===== src/rtl/an_encoder_30bits.sv =====
// ----------------------------------------------------------------------------
// an_encoder_30bits
//
// AN-code encoder: W = A * N with A = 18613. It sits in front of the 30-bit
// SEC decoder. The product comes from a serial shift-add multiplier that
// handles one bit of A per clock. This avoids a wide combinational multiplier.
// An encode takes exactly A_BITS edges from the input handshake to out_valid.
//
// Optional build macro: ERR_INJ_EN
//   When it is defined, the ports err_en, err_pos and err_sign exist. They add
//   a single signed power-of-two error (+/- 2^err_pos, modulo 2^W_BITS) to the
//   codeword. Latency is the same in both builds.
//
// Ports:
//   clk        clock, rising edge
//   rst        synchronous active-high reset
//   in_valid   N_in is valid
//   in_ready   encoder is idle and can accept a word (from state only)
//   N_in       data word to encode
//   out_valid  W holds a valid codeword
//   out_ready  consumer accepts W
//   W          codeword A*N (plus the injected error when that is enabled)
//   busy       FSM is not in IDLE
//   err_en     (ERR_INJ_EN only) inject an error into this word
//   err_pos    (ERR_INJ_EN only) bit position of the error
//   err_sign   (ERR_INJ_EN only) 0 = add 2^err_pos, 1 = subtract
// ----------------------------------------------------------------------------
module an_encoder_30bits #(
    parameter int A      = 18613,
    parameter int A_BITS = 15,
    parameter int N_BITS = 30,
    parameter int W_BITS = 46
) (
    input  logic              clk,
    input  logic              rst,
    input  logic              in_valid,
    output logic              in_ready,
    input  logic [N_BITS-1:0] N_in,
    output logic              out_valid,
    input  logic              out_ready,
    output logic [W_BITS-1:0] W,
    output logic              busy
`ifdef ERR_INJ_EN
    ,
    input  logic              err_en,
    input  logic [5:0]        err_pos,
    input  logic              err_sign
`endif
);

    localparam int                CNT_W    = $clog2(A_BITS);
    localparam logic [A_BITS-1:0] A_VEC    = A_BITS'(A);
    localparam logic [CNT_W-1:0]  CNT_LAST = CNT_W'(A_BITS - 1);

    typedef enum logic [1:0] {
        IDLE = 2'd0,
        MUL  = 2'd1,
        OUT  = 2'd2
    } state_t;

    state_t             state_reg, state_next;
    logic [W_BITS-1:0]  acc_reg, acc_next;
    logic [CNT_W-1:0]   cnt_reg, cnt_next;
    logic [W_BITS-1:0]  nreg_reg, nreg_next;
    logic [W_BITS-1:0]  w_reg, w_next;
    logic               out_valid_reg, out_valid_next;

    logic               accept;
    logic [W_BITS-1:0]  pp [A_BITS];
    logic [W_BITS-1:0]  partial_sum;
    logic [W_BITS-1:0]  final_word;

    assign accept = (state_reg == IDLE) && in_valid;

    // One pre-shifted partial product per bit of A. The zero bits of A give
    // constant zeros, so the cnt-indexed select reduces to the set bits only.
    for (genvar gi = 0; gi < A_BITS; gi++) begin : g_pp
        if (A_VEC[gi]) begin : g_set
            assign pp[gi] = nreg_reg << gi;
        end else begin : g_clr
            assign pp[gi] = '0;
        end
    end

    assign partial_sum = acc_reg + pp[cnt_reg];

`ifdef ERR_INJ_EN
    logic              err_en_reg;
    logic [5:0]        err_pos_reg;
    logic              err_sign_reg;
    logic [W_BITS-1:0] err_mag;

    // The error controls travel with the word. They are captured on the same
    // edge as N_in, so they may change upstream while the word is multiplied.
    always_ff @(posedge clk) begin
        if (rst) begin
            err_en_reg   <= 1'b0;
            err_pos_reg  <= '0;
            err_sign_reg <= 1'b0;
        end else if (accept) begin
            err_en_reg   <= err_en;
            err_pos_reg  <= err_pos;
            err_sign_reg <= err_sign;
        end
    end

    // Positions outside the codeword give no error at all. The wrap of the
    // add/subtract below is the intended modulo-2^W_BITS behaviour.
    assign err_mag = (err_en_reg && (err_pos_reg < 6'(W_BITS)))
                   ? (W_BITS'(1) << err_pos_reg) : '0;
    assign final_word = err_sign_reg ? (partial_sum - err_mag)
                                     : (partial_sum + err_mag);
`else
    assign final_word = partial_sum;
`endif

    always_ff @(posedge clk) begin
        if (rst) begin
            state_reg     <= IDLE;
            acc_reg       <= '0;
            cnt_reg       <= '0;
            nreg_reg      <= '0;
            w_reg         <= '0;
            out_valid_reg <= 1'b0;
        end else begin
            state_reg     <= state_next;
            acc_reg       <= acc_next;
            cnt_reg       <= cnt_next;
            nreg_reg      <= nreg_next;
            w_reg         <= w_next;
            out_valid_reg <= out_valid_next;
        end
    end

    always_comb begin
        state_next     = state_reg;
        acc_next       = acc_reg;
        cnt_next       = cnt_reg;
        nreg_next      = nreg_reg;
        w_next         = w_reg;
        out_valid_next = out_valid_reg;
        case (state_reg)
            IDLE: begin
                if (accept) begin
                    nreg_next  = W_BITS'(N_in);
                    acc_next   = '0;
                    cnt_next   = '0;
                    state_next = MUL;
                end
            end
            MUL: begin
                acc_next = partial_sum;
                cnt_next = cnt_reg + 1'b1;
                // The last partial product goes straight into W on the same
                // edge. This keeps the latency at exactly A_BITS edges.
                if (cnt_reg == CNT_LAST) begin
                    w_next         = final_word;
                    out_valid_next = 1'b1;
                    state_next     = OUT;
                end
            end
            OUT: begin
                if (out_ready) begin
                    out_valid_next = 1'b0;
                    state_next     = IDLE;
                end
            end
            default: begin
                state_next = IDLE;
            end
        endcase
    end

    assign in_ready  = (state_reg == IDLE);
    assign busy      = (state_reg != IDLE);
    assign out_valid = out_valid_reg;
    assign W         = w_reg;

endmodule

===== config.mk =====
export PLATFORM = sky130hd
export DESIGN_NAME = an_encoder_30bits
export DESIGN_NICKNAME = d
export VERILOG_FILES = /design/src/rtl/an_encoder_30bits.sv
export SDC_FILE = /design/constraint.sdc
export NUM_CORES = 1
export LEC_CHECK = 0
export BUFFER_PORTS_ARGS = -buffer_cell sky130_fd_sc_hd__clkbuf_2
export CAP_MARGIN = 20
export CORE_MARGIN = 8
export CORE_UTILIZATION = 61
export CTS_CLUSTER_DIAMETER = 120
export DETAILED_ROUTE_END_ITERATION = 10
export PLACE_DENSITY = 0.81
export SETUP_SLACK_MARGIN = 0.4
export SLEW_MARGIN = 20
export SYNTH_ARGS = -nofsm -noshare
export SYNTH_HDL_FRONTEND = slang
export SYNTH_SLANG_ARGS = --single-unit

===== constraint.sdc =====
create_clock -name clk -period 4.44 [get_ports clk]
set_input_delay 0.222 -clock clk [delete_from_list [all_inputs] [get_ports clk]]
set_output_delay 0.222 -clock clk [all_outputs]
set_load 0.02 [all_outputs]

==> flow_summary.toml, run 1 <==
[floorplan]
rows = 44
die_h_um = 136
ioPinCount = 83
die-area_mm2 = 0.0186
coreArea_mm2 = 0.0143
chipWidth_um = 136
initial_core_util_pct = 61.6

[critical_path]
path_common_cell = "o21ai_1"
slowest_stage = "a221o_1"
cpLargestDelayFamily = "compound AO/OA/AOI/OAI gates"
path_cells = "buf_6 -> mux2_2 -> a221oi_1 -> nor2_1 -> ha_1 -> a21oi_2 -> o21ai_1 -> a221o_1 -> and3_4 -> o31ai_4 -> a22oi_4 -> a221oi_4 -> xor2_2 -> o21ai_1"
cp_num_cells = 14
path_buf_inv = 1
worst_ep_required_time_ns = 4.74
critPathKind = "reg2reg"
cp.arrival_ns = 4.16
start_kind = "flop"
r2r_slack_ns = 0.58
r2r_cells = 14
worstPathMaxFanout = 17
critPathMaxStageDelay_ns = 0.40
setup.worst_path.end_class = "flop"
r2r-end = "W[40]"
reg2reg_from = "cnt_reg[1]"

[clock_tree]
cts_sinks = 129
ctsHoldBuffers = 0
cts_tree = "yes"
clock_path_buffers = 2
htree_levels = 4
root_buffer = "clkbuf_16"
clk_pin_slew_ns = 0.06
clk_latency_ns = 0.43
cts_buffers = 17

[global_routing]
grt_usage_pct = 30.0
grt_pass1_vias = 8745
overflow = 0
antenna_found_initial = 0
grt_max_degree = 67
grt_pass1_wl_um = 44800

[min_path]
hold_path_end = "nreg_reg[1]"
holdPathStages = 3
hp-start = "N_in[1]"
hold_class = "in2reg"

[timing]
clock.fmax_mhz = 259
rsz0062_at_grt = "yes"
worst_slew_pin_slew_ns = 1.06
slew_violations = 0
clock_skew_ns = 0.00614
period_needed_ns = 3.86
max_slew_margin_pct = 29.1
finalCritPeriodShare_pct = 86.9
setup_viol = 0
fin_tns_setup_ns = 0
hold_violations = 0

[routing]
wl_um = 27800
ant_nets = 0
wl_per_cell_um = 19.5
drcViolationCount = 0
via_per_inst = 6.44
vias = 9180
drt_iter0_markers = 870
drt_first_pass_iters = 6

[pwr]
total_power_mw = 2.99
power_density_mw_per_mm2 = 297
cellLeakagePower_nw = 3.98
peakVddDrop_uv = 258

[synth]
synth_area_leaders = "dfxtp_1 29%, a21oi_1 9.5%, nand2_1 9.1%"
synth_area_per_cell_um2 = 7.39
yosysMostFrequentCell = "nand2_1"
ys_types = 73
yosysWarnings = 0
synth-edff-count = 0
syn_area_mm2 = 0.00882
syn_nets = 1275
syn_inst = 1194
async_reset_ff_share_pct = 0
yosysTopAreaCell = "dfxtp_1"
ys_seq_area_share_pct = 29.3
synth-seq-cells = 129
synth_top_area_share_pct = 29.3
synth_top_flop_cell = "dfxtp_1"
synth_common_cells = "215 x nand2_1, 168 x a21oi_1, 129 x dfxtp_1"

[cells_and_area]
fill_cells = 1250
multi_input_area_mm2 = 0.00590
nNetsFinal = 1310
register_area_mm2 = 0.00258
drive_gt1_share_pct = 17.1
area_delta_synth_final_pct = 14.1
diodes = 0

[run]
drv_cap = 0

[placed_design]
gp_congestion = 0.981
port-buffer-count = 82
hpwl_um = 19500

[outcome]
outcome = "finished, final reports clean"
## worst max-delay path by stage
stage / end / slack, ns / from
2_1_floorplan: acc_reg[40] / 0.51 / cnt_reg[1]
4_1_cts: acc_reg[41] / 0.45 / cnt_reg[1]
3_5_place_dp: acc_reg[41] / 0.47 / cnt_reg[1]
6_report: W[40] / 0.58 / cnt_reg[1]
3_3_place_gp: acc_reg[41] / 0.53 / cnt_reg[1]
5_1_grt: W[43] / 0.40 / cnt_reg[1]
## metrics by stage
| step | setup slack [ns] | hold WS (ns) | instance area [um^2] | instances | util (%) |
|---|---|---|---|---|---|
| after floorplan | 0.513 | 0.358 | 8820 | 1194 | - |
| after global placement | 0.531 | 0.441 | 9340 | 1393 | 65.3 |
| after detailed placement | 0.474 | 0.445 | 9340 | 1393 | 65.3 |
| after CTS | 0.453 | 0.00697 | 9930 | 1424 | 69.4 |
| after global routing | 0.401 | 0.0229 | 10100 | 1425 | 70.3 |
| final | 0.583 | 0.0114 | 10100 | 1425 | 70.3 |
## report_power, final
part / internal, mW / total (mW) / leakage (nW) / switching (mW)
Clock: 0.881 / 1.42 / 0.296 / 0.536
Combinational: 0.118 / 0.339 / 2.64 / 0.221
Sequential: 1.18 / 1.23 / 1.05 / 0.0468
## cell type report
cell class / count / area share (%)
clock buffers: 22 / 4.81
clock inverters: 9 / 1.06
inverters: 18 / 0.671
multi-input cells: 947 / 58.6
flip-flops and latches: 129 / 25.7
well taps: 184 / 2.29
repair buffers: 116 / 6.86
## what timing repair did
item | CTS | global route
buffers inserted | 0 | 1
resized for setup | 0 | 34
setup endpoints to repair | 0 | 33
## routing by layer
layer | track usage [%] | wire, um | up-vias
li1 | - | - | 4347
met1 | 36.0 | 11400 | 4257
met2 | 50.0 | 13100 | 466
met3 | 5.80 | 2040 | 110
met4 | 15.7 | 1270 | 0
met5 | 0 | 0 | -
## cells by family (layout without fill, tap and decap cells)
family | Yosys count | in the layout | synth area share (%)
AND/OR/NAND/NOR | 423 | 423 | 21.0
AO/OA/AOI/OAI | 394 | 394 | 28.7
flip-flops | 129 | 129 | 29.3
buffers and inverters | 118 | 165 | 5.28
adder cells (fa/ha/maj) | 47 | 47 | 6.75
XOR/XNOR | 44 | 44 | 4.37
multiplexers | 39 | 39 | 4.61
## cells in the final DEF (no fill, tap or decap), types with 25 or more instances in the layout
master    instances
nand2_1         214
a21oi_1         167
dfxtp_1         127
clkbuf_2         81
nor2_1           77
o21ai_0          50
nand3_1          48
ha_1             41
buf_4            30
mux2i_1          26
a22oi_1          25
## worst register-to-register path, delay by kind of cell, from the launching register on
kind	cells	cell delay, ns
AOI/OAI and AO/OA	8	1.82
xor gates and xnor gates	1	0.20
buffers and inverters	1	0.21
muxes	1	0.37
and+or+nand+nor	2	0.34
adders and majority gates	1	0.39
DFF	1	0.39
No activity file was read; power rests on OpenSTA's default activity.
==> run 2, diff against run 1 <==
--- a/config.mk
+++ b/config.mk
@@ -7,11 +7,13 @@
 export LEC_CHECK = 0
 export BUFFER_PORTS_ARGS = -buffer_cell sky130_fd_sc_hd__clkbuf_2
 export CAP_MARGIN = 20
+export CELL_PAD_IN_SITES_DETAIL_PLACEMENT = 1
+export CELL_PAD_IN_SITES_GLOBAL_PLACEMENT = 2
 export CORE_MARGIN = 8
-export CORE_UTILIZATION = 61
+export CORE_UTILIZATION = 35
 export CTS_CLUSTER_DIAMETER = 120
 export DETAILED_ROUTE_END_ITERATION = 10
-export PLACE_DENSITY = 0.81
+export PLACE_DENSITY = 0.8
 export SETUP_SLACK_MARGIN = 0.4
 export SLEW_MARGIN = 20
 export SYNTH_ARGS = -nofsm -noshare
==> flow_summary.toml, run 2 (synthesized netlist as in run 1, its figures left out) <==
[outcome]
outcome = "finished, final reports clean"

[floorplan]
die_h_um = 175
initial_core_util_pct = 35.3
ioPinCount = 83
die-area_mm2 = 0.0305
rows = 58
coreArea_mm2 = 0.0250
chipWidth_um = 175

[timing]
clock.fmax_mhz = 259
clock_skew_ns = 0.0139
max_slew_margin_pct = 29.4
slew_violations = 0
fin_tns_setup_ns = 0
finalCritPeriodShare_pct = 87.0
worst_slew_pin_slew_ns = 1.06
period_needed_ns = 3.86
rsz0062_at_grt = "no"
setup_viol = 0
hold_violations = 0
whs_ns = 0.00807

[routing]
drt_first_pass_iters = 5
wl_um = 33000
wl_per_cell_um = 20.6
drcViolationCount = 0
via_per_inst = 5.72
drt_iter0_markers = 492
ant_nets = 0
vias = 9140

[global_routing]
grt_pass1_wl_um = 52300
grt_usage_pct = 21.3
antenna_found_initial = 0
grt_pass1_vias = 9315
overflow = 0
grt_max_degree = 66

[cells_and_area]
drive_gt1_share_pct = 19.1
area_delta_synth_final_pct = 18.5
diodes = 0
final_common_cell = "nand2_1"
stdcell_count = 1597
layout_common_cells = "214 x nand2_1, 165 x a21oi_1, 125 x dfxtp_1, 81 x clkbuf_2, 78 x nor2_1"
nNetsFinal = 1335
fill_cells = 3143

[placed_design]
gp_congestion = 0.923
numPlacedInstances = 1556
hpwl_um = 23900
port-buffer-count = 82

[clock_tree]
clk_pin_slew_ns = 0.07
root_buffer = "clkbuf_16"
htree_levels = 4
clk_latency_ns = 0.44
cts_sinks = 129
cts_tree = "yes"
clock_path_buffers = 2
cts_buffers = 17

[critical_path]
setup.worst_path.end_class = "flop"
cp.arrival_ns = 4.23
worstPathMaxFanout = 15
start_kind = "flop"
worst_ep_required_time_ns = 4.81
critPathKind = "reg2reg"
r2r_cells = 16

[run]
drv_cap = 0

[pwr]
cellLeakagePower_nw = 4.12
power_frac_clock_pct = 46.7
power_frac_seq_pct = 41.3
combPwrFrac_pct = 12.0
peakVddDrop_uv = 187
power_switching_mw = 0.904
swShare_pct = 30.3
power_density_mw_per_mm2 = 286
p_int_mw = 2.08

[min_path]
hold_class = "in2reg"
holdPathStages = 3
-- run 2: final timing paths --
check	start	end	slack, ns
hold / removal	N_in[23]	nreg_reg[23]	0.008
setup reg to reg	cnt_reg[0]	W[39]	0.58
setup / recovery	cnt_reg[0]	W[39]	0.58
hold reg to reg	W[19]	W[19]	0.46
-- run 2: power by group through the flow --
stage	clock network (mW)	logic, mW	registers, mW
6_report	1.39	0.360	1.23
5_1_grt	1.47	0.397	1.23
4_1_cts	1.42	0.355	1.23
3_5_place_dp	0	0.350	1.26
3_3_place_gp	0	0.346	1.26
2_1_floorplan	0	0.241	1.23
-- run 2: what timing repair did --
item | CTS | global route
gates resized for setup | 9 | 34
pin swaps | 0 | 7
hold buffers | 3 | 0
setup buffers | 0 | 6
hold endpoints to repair | 3 | 0
setup endpoints to repair | 22 | 36
-- run 2: cell type report --
type / count / area [um^2] / area share (%)
clock buffer: 17 / 425 / 4.07
clock inverter: 15 / 133 / 1.27
inverter: 18 / 71.3 / 0.682
multi-input combinational: 947 / 5940 / 56.9
sequential: 129 / 2590 / 24.8
tap: 330 / 413 / 3.95
timing repair buffer: 141 / 875 / 8.37
-- run 2: per-stage QoR --
stage	worst slack, ns	utilization, %	cell area (um^2)	power [mW]
3_3_place_gp	0.0212	38.7	9650	1.60
4_1_cts	0.392	41.2	10300	3.01
5_1_grt	0.373	41.9	10500	3.10
3_5_place_dp	0.00770	38.7	9650	1.61
2_1_floorplan	0.513	-	8820	1.47
6_report	0.577	41.9	10500	2.99
-- run 2: layer usage --
layer | routed length (um) | global-route usage [%]
met5 | 0 | 0
met2 | 15600 | 35.5
met1 | 14800 | 26.3
met4 | 1250 | 10.1
met3 | 1320 | 3.56
-- run 2: worst max-delay path, cell delays in order, from the launching register on --
cell and delay [ns]:
dfxtp_2 0.47, nor2_1 0.09, buf_4 0.20, a221o_1 0.35, o21ai_0 0.07, o21ai_0 0.13, ha_1 0.46, nand4_1 0.29
nor3_2 0.28, inv_1 0.11, a2111oi_4 0.38, buf_4 0.20, o31ai_1 0.08, o21bai_1 0.18, xor2_1 0.27, nand2_1 0.10
a21oi_1 0.12
